===== config.mk =====
export PLATFORM = sky130hd
export DESIGN_NAME = light_decoder
export DESIGN_NICKNAME = d
export VERILOG_FILES = /design/src/rtl/traffic_pkg.sv /design/src/rtl/light_decoder.sv
export SDC_FILE = /design/constraint.sdc
export NUM_CORES = 1
export LEC_CHECK = 0
export ABC_AREA = 1
export ABC_CLOCK_PERIOD_IN_PS = 800
export CORE_AREA = 2 2 39 41
export DETAILED_ROUTE_END_ITERATION = 8
export DIE_AREA = 0 0 41 43
export PLACE_DENSITY = 0.32
export SLEW_MARGIN = 20
export SYNTH_ARGS = -nofsm -noshare
export SYNTH_HDL_FRONTEND = slang
export SYNTH_SLANG_ARGS = --single-unit

===== constraint.sdc =====
create_clock -name vclk -period 0.8
set_input_delay 0.08 -clock vclk [all_inputs]
set_output_delay 0.08 -clock vclk [all_outputs]
set_load 0.02 [all_outputs]

===== src/rtl/traffic_pkg.sv =====
// traffic_pkg: definitions shared by the crossing controller and the light
// sequence checker.
//   phase_e          tracker phase encoding (matches the controller)
//   FLT_*            fault codes; a lower number takes priority
//   PAT_*            lamp patterns {ROAD_RED, ROAD_YELLOW, ROAD_GREEN, PED_RED, PED_GREEN}
//   DEF_*            default timing constants, in clock cycles
package traffic_pkg;

  typedef enum logic [2:0] {
    PH_CAR_GREEN      = 3'd0,
    PH_CAR_YELLOW     = 3'd1,
    PH_ALL_RED        = 3'd2,
    PH_PED_GREEN      = 3'd3,
    PH_PED_BLINK      = 3'd4,
    PH_CAR_RED_YELLOW = 3'd5,
    PH_UNKNOWN        = 3'd7
  } phase_e;

  localparam logic [2:0] FLT_NONE               = 3'd0;
  localparam logic [2:0] FLT_CONFLICT           = 3'd1;
  localparam logic [2:0] FLT_ILLEGAL_PATTERN    = 3'd2;
  localparam logic [2:0] FLT_ILLEGAL_TRANSITION = 3'd3;
  localparam logic [2:0] FLT_SHORT_DWELL        = 3'd4;
  localparam logic [2:0] FLT_STUCK              = 3'd5;

  localparam logic [4:0] PAT_CAR_GREEN      = 5'b00101;
  localparam logic [4:0] PAT_CAR_YELLOW     = 5'b01010;
  localparam logic [4:0] PAT_ALL_RED        = 5'b10010;
  localparam logic [4:0] PAT_PED_GREEN      = 5'b10001;
  localparam logic [4:0] PAT_PED_DARK       = 5'b10000;
  localparam logic [4:0] PAT_CAR_RED_YELLOW = 5'b11010;

  localparam int DEF_MIN_GREEN  = 6;
  localparam int DEF_MIN_YELLOW = 2;
  localparam int DEF_MIN_PED    = 5;
  localparam int DEF_MAX_DWELL  = 64;

endpackage


===== src/rtl/light_decoder.sv =====
// light_decoder: combinational lamp pattern decoder.
//   lamp          in  5  {RR, RY, RG, PR, PG}
//   dec_phase     out 3  decoded phase, PH_UNKNOWN when not a phase pattern
//   dec_dark      out 1  pedestrian-dark pattern (blink off half)
//   dec_conflict  out 1  pedestrian green together with road green/yellow
//   dec_illegal   out 1  any other undecodable pattern
module light_decoder
  import traffic_pkg::*;
(
  input  logic [4:0] lamp,
  output logic [2:0] dec_phase,
  output logic       dec_dark,
  output logic       dec_conflict,
  output logic       dec_illegal
);

  always_comb begin
    dec_phase    = PH_UNKNOWN;
    dec_dark     = 1'b0;
    dec_conflict = 1'b0;
    dec_illegal  = 1'b0;
    case (lamp)
      PAT_CAR_GREEN:      dec_phase = PH_CAR_GREEN;
      PAT_CAR_YELLOW:     dec_phase = PH_CAR_YELLOW;
      PAT_ALL_RED:        dec_phase = PH_ALL_RED;
      PAT_PED_GREEN:      dec_phase = PH_PED_GREEN;
      PAT_CAR_RED_YELLOW: dec_phase = PH_CAR_RED_YELLOW;
      PAT_PED_DARK:       dec_dark  = 1'b1;
      default: begin
        // lamp[0] = PED_GREEN, lamp[2] = ROAD_GREEN, lamp[3] = ROAD_YELLOW
        if (lamp[0] && (lamp[2] || lamp[3])) dec_conflict = 1'b1;
        else                                 dec_illegal  = 1'b1;
      end
    endcase
  end

endmodule


==> implementation parameters <==
Parameter                              Value

Route
  Post-Route WL ... between 400 and 500 um
  Total number of vias ... about 220
  Antenna Violating Nets Remaining ... 0
  DRC violations left ... 0
  First DRT Iteration DRCs ... 1
  Number of iterations in the first detailed-routing pass ... 2
  Length of routed wiring on met1 ... around 170 um
  Wire length on met2 ... 244 um
  Top routing layer used ... met3
  Wire length per cell ... slightly below 8 um
  Vias per cell ... 3.661
  Met3 WL ... approximately 55 um

Run status
  Run status ... finished with violations
  Failing checks ... negative setup slack

Power and ir drop
  Switching power summed over all nets ... between 80 and 90 uW
  Switching Share ... 0.4967
  Cell-internal power ... 87.08 uW
  Part of the total power dissipated in sequential elements ... 0
  Maximum vdd ir drop ... roughly 0.22 mV
  Power Density ... 559.8 nW/um2
  Combinational fraction of design power ... 1.000
  Leakage power ... 0.1696 nW
  Clock network fraction of design power ... 0

Logic synthesis
  Count of mapped cells out of synthesis ... 31
  Post-synth net total ... 36
  Most frequent cell after synthesis ... sky130_fd_sc_hd__nand2_1
  Yosys cell types ... 9
  Cell area after synthesis ... roughly 130 um2
  Share of synthesized area occupied by flip-flops and latches ... 0
  Total number of yosys warnings ... 0
  Area contributors post-synth ... sky130_fd_sc_hd__nand2_1 28%, sky130_fd_sc_hd__nor2_1 22%, sky130_fd_sc_hd__inv_1 14%
  Cell type with the highest aggregate area in the netlist ... sky130_fd_sc_hd__nand2_1
  Synth top area share ... 0.2804
  Avg Synthesized Cell Area ... about 4.3 um2
  Ranking of synthesized cells by instance count ... 10 x sky130_fd_sc_hd__nand2_1, 8 x sky130_fd_sc_hd__nor2_1, 5 x sky130_fd_sc_hd__inv_1

Global routing
  Pin count of the biggest net entering global routing ... 6
  Vias in the first global route ... between 200 and 250
  Global-route wire length before repair ... 828 um
  Initial antenna violation count ... 0
  GRT Overall Usage ... 0.06194
  Global route total overflow ... 0

Finish
  Share of layout cells above drive strength 1 ... 0.5581
  Flip-flop and latch area ... 0 um2
  Antenna Diode Count ... 0
  Final Instance Area ... approximately 300 um2
  FFs & Latches ... 0
  Post-layout utilization of the core ... 0.2233
  Fill count ... ~160
  Net count reported at finish ... 50
  Final-layout clock buffer total ... 0
  Layout overhead on the synthesized area ... 130.8%

Critical path
  Startpoint types ... primary input
  Crit end category ... output pin
  Crit path kind ... in2out
  Data arrival time at the worst-slack endpoint ... 0.77 ns
  Largest fanout on the critical path ... 4
  Data required time of the worst path ... 0.72 ns

Clock tree
  CTS Hold Bufs ... 0

Timing
  Min cycle time layout ... 0.8519 ns
  Setup repair after global routing missed its margin ... true
  Worst path setup slack after routing ... -0.05189 ns
  Fin. max-slew vios ... 0
  Setup-violating endpoint count in the final report ... 4
  Hold Vio Cnt, Final ... 0
  Highest attainable clock frequency ... 1174 MHz
  Worst Tran Pin Value ... 0.1553 ns
  Period utilization ... 1.065
  Normalized max-slew margin ... 0.8962

Placement
  Cell area reported after detailed placement ... around 260 um2
  HPWL after DPL ... approximately 380 um
  Post-Place Worst Slack ... -0.9568 ns
  Gpl congestion ... ~0.73
  I/O Buffers ... 11

Die
  IO Count ... 11
  Initial core utilization ... 0.09674
  FP Rows ... 14
  Core box area ... 1384 um2
  Overall die width ... between 40 and 50 um
  Die outline area ... around 1800 um2
  Vertical die dimension ... 43 um

Job
  MaxCap Viol Count ... 0

Min path
  HP Class ... in2out
-- kinds of logic (layout without fill, tap and decap cells) --
family,after synthesis,count (layout),synth area share
buffers and inverters,7,19,0.1963
AND/OR/NAND/NOR,24,24,0.8038
-- cells in the final DEF, fill, tap and decap left out, types with 2 or more instances in the layout --
cell,count
sky130_fd_sc_hd__buf_6,8
sky130_fd_sc_hd__buf_8,2
sky130_fd_sc_hd__inv_1,3
sky130_fd_sc_hd__inv_2,2
sky130_fd_sc_hd__nand2_1,8
sky130_fd_sc_hd__nand2_2,3
sky130_fd_sc_hd__nand4_1,2
sky130_fd_sc_hd__nor2_1,4
sky130_fd_sc_hd__nor2_2,4
-- final timing paths --
kind                    start  slack [ns]      endpoint  cells after the start
worst max-delay path  lamp[0]       -0.05  dec_conflict                      7
worst min-delay path  lamp[4]        0.48  dec_phase[2]                      4
-- critical path, cell delays in order --
cell and delay (ns):
sky130_fd_sc_hd__buf_8 0.11, sky130_fd_sc_hd__inv_6 0.05, sky130_fd_sc_hd__nor2_2 0.03, sky130_fd_sc_hd__nand3_1 0.11, sky130_fd_sc_hd__nand3_2 0.14, sky130_fd_sc_hd__nor2_2 0.13, sky130_fd_sc_hd__buf_6 0.13
-- stage by stage --
step	cells	TNS [ns]	hold slack, ns	power (mW)
after floorplan	31	0	0.3160	0.06478
after global placement	58	-5.470	1.315	0.1432
after detailed placement	58	-5.367	1.312	0.1404
after CTS	58	-0.1920	0.4773	0.1480
after global routing	59	-0.5730	0.5120	0.1902
final	59	-0.1486	0.4797	0.1730
-- layout make-up --
type	instances	area [um2]	share of cell area
timing repair buffer	12	132.6	0.4291
multi-input combinational	24	122.6	0.3968
inverter	7	33.78	0.1093
tap	16	20.02	0.06478
-- power groups by stage --
stage               Sequential [mW]  Combinational [mW]  Clock, mW
floorplan                         0              0.0648          0
global placement                  0               0.143          0
detailed placement                0               0.140          0
CTS                               0               0.148          0
global route                      0               0.190          0
finish                            0               0.173          0
-- per-layer routing --
| metal | track usage | up-vias |
|---|---|---|
| met3 | 0.01571 | 0 |
| met2 | 0.1031 | 7 |
| met4 | 0 | 0 |
| met5 | 0 | - |
| met1 | 0.08228 | 93 |
| li1 | - | 116 |
-- what timing repair did --
action                                  4_1_cts  5_1_grt
gates resized for setup                      64       11
buffers inserted                              0        1
pin swaps                                    11        6
cloned                                        0        0
endpoints found under the setup margin        6        6
(Power assumes the default switching activity.)
